## config.mk

```make
export PLATFORM = sky130hd
export DESIGN_NAME = string_streamer
export DESIGN_NICKNAME = d
export VERILOG_FILES = /design/src/rtl/text_pkg.sv /design/src/rtl/string_table_rom.sv /design/src/rtl/string_streamer.sv
export SDC_FILE = /design/constraint.sdc
export NUM_CORES = 1
export LEC_CHECK = 0
export CORE_AREA = 3 3 136 138
export DETAILED_ROUTE_END_ITERATION = 8
export DIE_AREA = 0 0 139 141
export SLEW_MARGIN = 15
export SYNTH_ARGS = -nofsm -noshare
export SYNTH_HDL_FRONTEND = slang
export SYNTH_SLANG_ARGS = --single-unit
export TNS_END_PERCENT = 10
```

## constraint.sdc

```tcl
create_clock -name clk -period 9.8 [get_ports clk]
set_input_delay 1.47 -clock clk [delete_from_list [all_inputs] [get_ports clk]]
set_output_delay 1.47 -clock clk [all_outputs]
set_load 0.02 [all_outputs]
```

## src/rtl/text_pkg.sv

```systemverilog
// Shared text definitions: character codes, table geometry defaults,
// the menu string table and the streamer state encoding.
// Optional build macro: STR_PACE_EN adds the PACE state.
package text_pkg;

  localparam int DEF_CHAR_WIDTH = 5;
  localparam int DEF_MAX_CHAR   = 11;
  localparam int DEF_STRING_NUM = 7;
  localparam int DEF_STR_W      = DEF_CHAR_WIDTH * DEF_MAX_CHAR;

  typedef logic [DEF_CHAR_WIDTH-1:0] char_t;

  localparam char_t CHAR_A = 5'd0,  CHAR_B = 5'd1,  CHAR_C = 5'd2,  CHAR_D = 5'd3;
  localparam char_t CHAR_E = 5'd4,  CHAR_F = 5'd5,  CHAR_G = 5'd6,  CHAR_H = 5'd7;
  localparam char_t CHAR_I = 5'd8,  CHAR_J = 5'd9,  CHAR_K = 5'd10, CHAR_L = 5'd11;
  localparam char_t CHAR_M = 5'd12, CHAR_N = 5'd13, CHAR_O = 5'd14, CHAR_P = 5'd15;
  localparam char_t CHAR_Q = 5'd16, CHAR_R = 5'd17, CHAR_S = 5'd18, CHAR_T = 5'd19;
  localparam char_t CHAR_U = 5'd20, CHAR_V = 5'd21, CHAR_W = 5'd22, CHAR_X = 5'd23;
  localparam char_t CHAR_Y = 5'd24, CHAR_Z = 5'd25;
  localparam char_t CHAR_COLON = 5'd26;
  localparam char_t CHAR_SPACE = 5'd28;

  // Character 0 of each string sits in the most-significant bits.
  localparam logic [DEF_STR_W-1:0] MENU_S0 = {CHAR_G, CHAR_A, CHAR_M, CHAR_E, CHAR_SPACE,
      CHAR_T, CHAR_I, CHAR_M, CHAR_E, CHAR_COLON, CHAR_SPACE};
  localparam logic [DEF_STR_W-1:0] MENU_S1 = {CHAR_N, CHAR_E, CHAR_W, CHAR_SPACE, CHAR_G,
      CHAR_A, CHAR_M, CHAR_E, CHAR_SPACE, CHAR_SPACE, CHAR_SPACE};
  localparam logic [DEF_STR_W-1:0] MENU_S2 = {CHAR_H, CHAR_I, CHAR_G, CHAR_H, CHAR_SPACE,
      CHAR_S, CHAR_C, CHAR_O, CHAR_R, CHAR_E, CHAR_SPACE};
  localparam logic [DEF_STR_W-1:0] MENU_S3 = {CHAR_O, CHAR_P, CHAR_T, CHAR_I, CHAR_O,
      CHAR_N, CHAR_S, CHAR_SPACE, CHAR_SPACE, CHAR_SPACE, CHAR_SPACE};
  localparam logic [DEF_STR_W-1:0] MENU_S4 = {CHAR_S, CHAR_O, CHAR_U, CHAR_N, CHAR_D,
      CHAR_SPACE, CHAR_O, CHAR_N, CHAR_SPACE, CHAR_SPACE, CHAR_SPACE};
  localparam logic [DEF_STR_W-1:0] MENU_S5 = {CHAR_P, CHAR_A, CHAR_U, CHAR_S, CHAR_E,
      CHAR_D, CHAR_SPACE, CHAR_SPACE, CHAR_SPACE, CHAR_SPACE, CHAR_SPACE};
  localparam logic [DEF_STR_W-1:0] MENU_S6 = {CHAR_G, CHAR_A, CHAR_M, CHAR_E, CHAR_SPACE,
      CHAR_S, CHAR_T, CHAR_A, CHAR_T, CHAR_U, CHAR_S};

  // String k occupies slice [k*DEF_STR_W +: DEF_STR_W].
  localparam logic [DEF_STR_W*DEF_STRING_NUM-1:0] MENU_STR_INIT =
      {MENU_S6, MENU_S5, MENU_S4, MENU_S3, MENU_S2, MENU_S1, MENU_S0};

  typedef enum logic [1:0] {
    ST_IDLE   = 2'd0,
    ST_LOAD   = 2'd1,
`ifdef STR_PACE_EN
    ST_STREAM = 2'd2,
    ST_PACE   = 2'd3
`else
    ST_STREAM = 2'd2
`endif
  } str_state_e;

endpackage

```

## src/rtl/string_table_rom.sv

```systemverilog
// Read-only string table with a registered read port. The read register
// doubles as the stream shadow: it only loads when a request is accepted,
// so later req_idx changes never disturb a string already in flight.
module string_table_rom
  import text_pkg::*;
#(
  parameter int CHAR_WIDTH = DEF_CHAR_WIDTH,
  parameter int MAX_CHAR   = DEF_MAX_CHAR,
  parameter int STRING_NUM = DEF_STRING_NUM,
  parameter logic [CHAR_WIDTH*MAX_CHAR*STRING_NUM-1:0] STR_INIT = MENU_STR_INIT,
  parameter int IDX_W      = $clog2(STRING_NUM + 1)
) (
  input  logic                           clk,
  input  logic                           rst_n,
  input  logic                           rd_en,
  input  logic [IDX_W-1:0]               rd_idx,
  output logic [CHAR_WIDTH*MAX_CHAR-1:0] rd_data
);

  localparam int STR_W = CHAR_WIDTH * MAX_CHAR;

  // Capture the selected string on an accepted request, hold it otherwise.
  always_ff @(posedge clk) begin
    if (!rst_n) begin
      rd_data <= {STR_W{1'b0}};
    end else if (rd_en) begin
      rd_data <= STR_INIT[int'(rd_idx) * STR_W +: STR_W];
    end else begin
      rd_data <= rd_data;
    end
  end

endmodule

```

## src/rtl/string_streamer.sv

```systemverilog
// Serialises one string of the menu table as a valid/ready character stream,
// with optional trailing-space trim.
// Optional build macro: STR_PACE_EN adds pace_div and idle gaps between beats.
module string_streamer
  import text_pkg::*;
#(
  parameter int CHAR_WIDTH = DEF_CHAR_WIDTH,
  parameter int MAX_CHAR   = DEF_MAX_CHAR,
  parameter int STRING_NUM = DEF_STRING_NUM,
  parameter logic [CHAR_WIDTH*MAX_CHAR*STRING_NUM-1:0] STR_INIT = MENU_STR_INIT,
  parameter logic [CHAR_WIDTH-1:0] SPACE_CODE = CHAR_SPACE,
  parameter int PACE_W     = 8
) (
  input  logic                           clk,
  input  logic                           rst_n,
  input  logic                           req_valid,
  output logic                           req_ready,
  input  logic [$clog2(STRING_NUM+1)-1:0] req_idx,
  input  logic                           trim_en,
  input  logic                           abort,
  output logic                           char_valid,
  input  logic                           char_ready,
`ifdef STR_PACE_EN
  input  logic [PACE_W-1:0]              pace_div,
`endif
  output logic [CHAR_WIDTH-1:0]          char_code,
  output logic [$clog2(MAX_CHAR)-1:0]    char_pos,
  output logic                           char_last,
  output logic                           req_err,
  output logic                           busy
);

  localparam int STR_W = CHAR_WIDTH * MAX_CHAR;
  localparam int IDX_W = $clog2(STRING_NUM + 1);
  localparam int POS_W = $clog2(MAX_CHAR);
  localparam int LEN_W = $clog2(MAX_CHAR + 1);

  str_state_e        state_r, state_s;
  logic [POS_W-1:0]  pos_r, pos_s;
  logic [LEN_W-1:0]  len_r, len_s, load_len_s;
  logic              trim_r, trim_s;
  logic              rd_en_s, accept_s, present_s;
  logic [STR_W-1:0]  shadow_s;
  logic              valid_s, last_s, err_s;
  logic [CHAR_WIDTH-1:0] code_s;
  logic [POS_W-1:0]  cpos_s;
`ifdef STR_PACE_EN
  logic [PACE_W-1:0] pace_cnt_r, pace_cnt_s;
`endif

  function automatic logic [CHAR_WIDTH-1:0] char_at(input logic [STR_W-1:0] s,
                                                    input logic [POS_W-1:0] p);
    return s[(MAX_CHAR - 1 - int'(p)) * CHAR_WIDTH +: CHAR_WIDTH];
  endfunction

  function automatic logic is_last(input logic [POS_W-1:0] p, input logic [LEN_W-1:0] l);
    return (LEN_W'(p) + LEN_W'(1'b1)) == l;
  endfunction

  string_table_rom #(
    .CHAR_WIDTH (CHAR_WIDTH),
    .MAX_CHAR   (MAX_CHAR),
    .STRING_NUM (STRING_NUM),
    .STR_INIT   (STR_INIT),
    .IDX_W      (IDX_W)
  ) u_rom (
    .clk     (clk),
    .rst_n   (rst_n),
    .rd_en   (rd_en_s),
    .rd_idx  (req_idx),
    .rd_data (shadow_s)
  );

  // Stream length: full slot, or up to the last non-space character when trimming.
  always_comb begin
    load_len_s = trim_r ? LEN_W'(1'b1) : LEN_W'(MAX_CHAR);
    for (int i = 0; i < MAX_CHAR; i++) begin
      if (trim_r && (shadow_s[(MAX_CHAR - 1 - i) * CHAR_WIDTH +: CHAR_WIDTH] != SPACE_CODE)) begin
        load_len_s = LEN_W'(i + 1);
      end else begin
        load_len_s = load_len_s;
      end
    end
  end

  // Next-state logic and next values for the registered outputs.
  always_comb begin
    state_s   = state_r;
    pos_s     = pos_r;
    len_s     = len_r;
    trim_s    = trim_r;
    rd_en_s   = 1'b0;
    present_s = 1'b0;
    accept_s  = char_valid && char_ready;
    valid_s   = 1'b0;
    code_s    = char_code;
    cpos_s    = char_pos;
    last_s    = 1'b0;
    err_s     = 1'b0;
`ifdef STR_PACE_EN
    pace_cnt_s = pace_cnt_r;
`endif
    case (state_r)
      ST_IDLE: begin
        if (req_valid) begin
          if (req_idx < IDX_W'(STRING_NUM)) begin
            state_s = ST_LOAD;
            trim_s  = trim_en;
            rd_en_s = 1'b1;
          end else begin
            err_s = 1'b1;
          end
        end else begin
          state_s = ST_IDLE;
        end
      end
      ST_LOAD: begin
        if (abort) begin
          state_s = ST_IDLE;
        end else begin
          state_s   = ST_STREAM;
          pos_s     = {POS_W{1'b0}};
          len_s     = load_len_s;
          present_s = 1'b1;
        end
      end
      ST_STREAM: begin
        // Accepting the last beat completes the string even under abort.
        if (accept_s && char_last) begin
          state_s = ST_IDLE;
        end else if (abort) begin
          state_s = ST_IDLE;
        end else if (accept_s) begin
          pos_s = pos_r + 1'b1;
`ifdef STR_PACE_EN
          if (pace_div != {PACE_W{1'b0}}) begin
            state_s    = ST_PACE;
            pace_cnt_s = pace_div;
          end else begin
            present_s = 1'b1;
          end
`else
          present_s = 1'b1;
`endif
        end else begin
          present_s = 1'b1;
        end
      end
`ifdef STR_PACE_EN
      ST_PACE: begin
        if (abort) begin
          state_s = ST_IDLE;
        end else if (pace_cnt_r == PACE_W'(1'b1)) begin
          state_s   = ST_STREAM;
          present_s = 1'b1;
        end else begin
          pace_cnt_s = pace_cnt_r - 1'b1;
        end
      end
`endif
      default: begin
        state_s = ST_IDLE;
      end
    endcase
    if (present_s) begin
      valid_s = 1'b1;
      code_s  = char_at(shadow_s, pos_s);
      cpos_s  = pos_s;
      last_s  = is_last(pos_s, len_s);
    end else begin
      valid_s = 1'b0;
    end
  end

  // State and stream bookkeeping registers.
  always_ff @(posedge clk) begin
    if (!rst_n) begin
      state_r <= ST_IDLE;
      pos_r   <= {POS_W{1'b0}};
      len_r   <= {LEN_W{1'b0}};
      trim_r  <= 1'b0;
`ifdef STR_PACE_EN
      pace_cnt_r <= {PACE_W{1'b0}};
`endif
    end else begin
      state_r <= state_s;
      pos_r   <= pos_s;
      len_r   <= len_s;
      trim_r  <= trim_s;
`ifdef STR_PACE_EN
      pace_cnt_r <= pace_cnt_s;
`endif
    end
  end

  // Registered outputs, all derived from the next state.
  always_ff @(posedge clk) begin
    if (!rst_n) begin
      req_ready  <= 1'b1;
      busy       <= 1'b0;
      char_valid <= 1'b0;
      char_code  <= {CHAR_WIDTH{1'b0}};
      char_pos   <= {POS_W{1'b0}};
      char_last  <= 1'b0;
      req_err    <= 1'b0;
    end else begin
      req_ready  <= (state_s == ST_IDLE);
      busy       <= (state_s != ST_IDLE);
      char_valid <= valid_s;
      char_code  <= code_s;
      char_pos   <= cpos_s;
      char_last  <= last_s;
      req_err    <= err_s;
    end
  end

endmodule

```

==> out/results.tsv <==
metric	value	unit
share of the synthesized area in the top cell type	23.85	%
PnR worst setup slack	3.252	ns
CP cell instances	clkdlybuf4s50_1 -> nand4bb_4 -> nor3_4 -> nor2_8 -> inv_6 -> ha_1 -> buf_4 -> inv_1 -> ha_1 -> ha_1 -> inv_1 -> fa_1 -> nor2b_1 -> o21ai_0 -> nor4b_1 -> a21oi_2 -> nand2_4 -> nor2_1 -> o211ai_1 -> a311o_1 -> a31oi_1	
All-Layer GR Usage	17.12	%
R2R Path End	char_code[4]	
hpwl dp	11850	µm
Synth cell types	78	
H-tree Lvls	3	
min Tclk post-route	6.548	ns
vias in the first global route	4743	
WP depth	21	
period utilization	66.82	%
commonest cells in the netlist	76 x nand2_1, 62 x dfxtp_1, 43 x a21oi_1	
crit-path most repeated cell	ha_1	
post-layout power	704.6	µW
core outline area	0.01730	mm²
Max-slew headroom	22.72	%
fin nets	660	
DR vias	5115	
static leakage	2.113	nW
Die Ht	141	µm
pwr/cell area	121.3	mW/mm²
Setup TNS Final	0	ns
post-cts sizing count	0	
DRC Markers	0	
Comb power frac	15.2	%
Final Setup Violations	0	
setup slack, reg-to-reg	4.16	ns
EDFF count, synth	0	
drt wl/cell	19.30	µm
Setup Crit Path Kind	primary input to flop	
CP max stage cell	nor3_4	
Root Buffer	clkbuf_16	
syn nets	669	
CTS Sinks	62	
area of the multi-input gates	0.003657	mm²
clk_skew	0.01214	ns
sequential-to-total area share from yosys stat	23.85	%
Placed Instance Area	0.005535	mm²
Req. time, crit path	10.07	ns
clock tree from TritonCTS	yes	
pre-CTS setup slack	2.980	ns
Max Freq	0.1527	GHz
worst skew pair latency	0.35	ns
Post-CTS Setup Inserts	0	
Post-CTS Hold Fix Bufs	0	
worst r2r src	state_r[1]	
drt first pass iters	5	
Critical Path Fanout Max	39	
VDD IR-drop max	0.00007760	V
Worst Setup SP	abort	
crit end category	flop	
top-count cell post-synth	nand2_1	
grt ovf	0	
reg2reg path depth	22	
Final Hold Viols	0	
largest net degree at the start of global routing	60	
vias per cell	5.948	
RSZ-0062 raised after global routing	false	
area delta synth->final	11.63	%
Bufs and invs on worst path	5	
Initial Utilization	30.09	%
initial antenna violation count	0	
Cells after Synth	640	
FP Rows	48	
largest area contributor in the netlist	dfxtp_1	
Clk network pwr share	43.4	%
Avg Inst Size Synth	8.133	µm²
status	completed	
Die Wd	139	µm
fin. max-slew vios	0	
Yosys warning total	0	
Data arrival, critical path	6.82	ns
Port Buf Inserts	22	
delay-heaviest family, CP	simple AND/OR/NAND/NOR gates	
slew of the pin with the lowest slew margin	1.150	ns
first-pass GRT wire length	26990	µm
share of cells above drive strength 1	9.449	%
total routed wirelength	16600	µm
synthesized flop and latch total	62	
Slowest Stage Delay on Critical Path	0.55	ns
NetSw	212.7	µW
maximum root-to-sink buffer count	2	
antenna cells	0	
Post-synth ARST share	0	%
Max-cap violations	0	
sw frac	30.19	%
min-delay worst type	flop to flop	
# IOs	23	
synthesized area	0.005205	mm²
CP Launch Type	primary input	
fill cell count	1859	
CTS buffer count	9	
Pint	491.9	µW
CTS clk-pin slew, worst paths	0.06	ns
initial drt markers	753	
Post-DRT Antenna Nets	0	
Synth Flop Type	dfxtp_1	
Post-Layout Inst Area	0.005811	mm²
die area	0.01960	mm²
Critical Path Sink	char_code[4]	
sequential group share of total power	41.4	%
synth top area cells	dfxtp_1 24%, mux4_2 7.8%, nand2_1 5.5%, ha_1 4.6%, a21oi_1 4.1%	
sequential cell area	0.001241	mm²
Placer Congestion	0.9867	
[power groups by stage]
stage / clock network [mW] / registers, mW / logic [mW]
global route: 0.325 / 0.294 / 0.118
global placement: 0 / 0.296 / 0.106
floorplan: 0 / 0.285 / 0.0778
detailed placement: 0 / 0.296 / 0.105
CTS: 0.313 / 0.290 / 0.106
finish: 0.306 / 0.292 / 0.107
[how the worst min path moves through the flow]
stage	startpoint	end	slack, ns	cells past startpoint
6_report	char_code[0]	char_code[0]	0.46	2
5_1_grt	char_code[0]	char_code[0]	0.49	2
3_3_place_gp	char_code[0]	char_code[0]	0.45	2
2_1_floorplan	u_rom.rd_data[37]	u_rom.rd_data[37]	0.45	2
4_1_cts	char_code[0]	char_code[0]	0.47	2
3_5_place_dp	char_code[0]	char_code[0]	0.46	2
[flip-flops by register name, indices dropped and copies added (netlist names), 2 cells and up]
signal	cells
u_rom.rd_data	37
char_pos	4
state_r	2
char_code	5
pos_r	4
len_r	4
[metrics by stage]
step / std cells / hold slack [ns] / utilization [%]
after floorplan: 640 / 0.4508 / -
after global placement: 845 / 0.4501 / 32.00
after detailed placement: 845 / 0.4646 / 32.00
after CTS: 860 / 0.4736 / 33.59
after global routing: 860 / 0.4851 / 33.59
final: 860 / 0.4642 / 33.59
[routing by layer]
metal	wire length, µm	global-route usage [%]
met1	7811	24.90
met2	6999	24.37
met3	1449	4.681
met4	341	5.716
met5	0	0
[final cells by class]
class,instances,share of cell area [%]
inverter,20,1.378
sequential,62,21.36
clock inverter,4,0.5599
tap,225,4.845
timing repair buffer,30,4.737
multi-input combinational,508,62.94
clock buffer,11,4.177
[logic make-up (layout without fill, tap and decap cells)]
| family | count (synthesis) | after routing | share of synthesized area (%) |
|---|---|---|---|
| buffers and inverters | 70 | 65 | 5.890 |
| adder cells (fa/ha/maj) | 20 | 20 | 4.952 |
| multiplexers | 40 | 40 | 12.21 |
| XOR/XNOR | 11 | 11 | 1.851 |
| AND/OR/NAND/NOR | 235 | 235 | 23.58 |
| AO/OA/AOI/OAI | 202 | 202 | 27.67 |
| flip-flops | 62 | 62 | 23.85 |
[worst register-to-register path: stages, from the launching register on]
cell and delay [ns]:
dfxtp_1 0.38, inv_1 0.08, ha_1 0.44, a21bo_4 0.30
o2bb2ai_4 0.21, nor2_8 0.33, inv_6 0.21, ha_1 0.34
buf_4 0.37, inv_1 0.12, ha_1 0.31, ha_1 0.22
inv_1 0.07, fa_1 0.24, nor2b_1 0.06, o21ai_0 0.43
nor4b_1 0.14, a21oi_2 0.27, nand2_4 0.15, nor2_1 0.25
o211ai_1 0.13, a311o_1 0.37, a31oi_1 0.16
[cells in the final DEF (no fill, tap or decap), drive strengths merged, types with 15 or more instances in the layout]
cell / count
and2: 17
ha: 19
dfxtp: 62
clkdlybuf4s50: 21
nor3: 21
a21oi: 44
mux4: 18
o211a: 15
nand3: 37
nor2: 29
o21ai: 37
nand2: 77
inv: 18
Note: power is estimated with default switching activity, not from simulation.
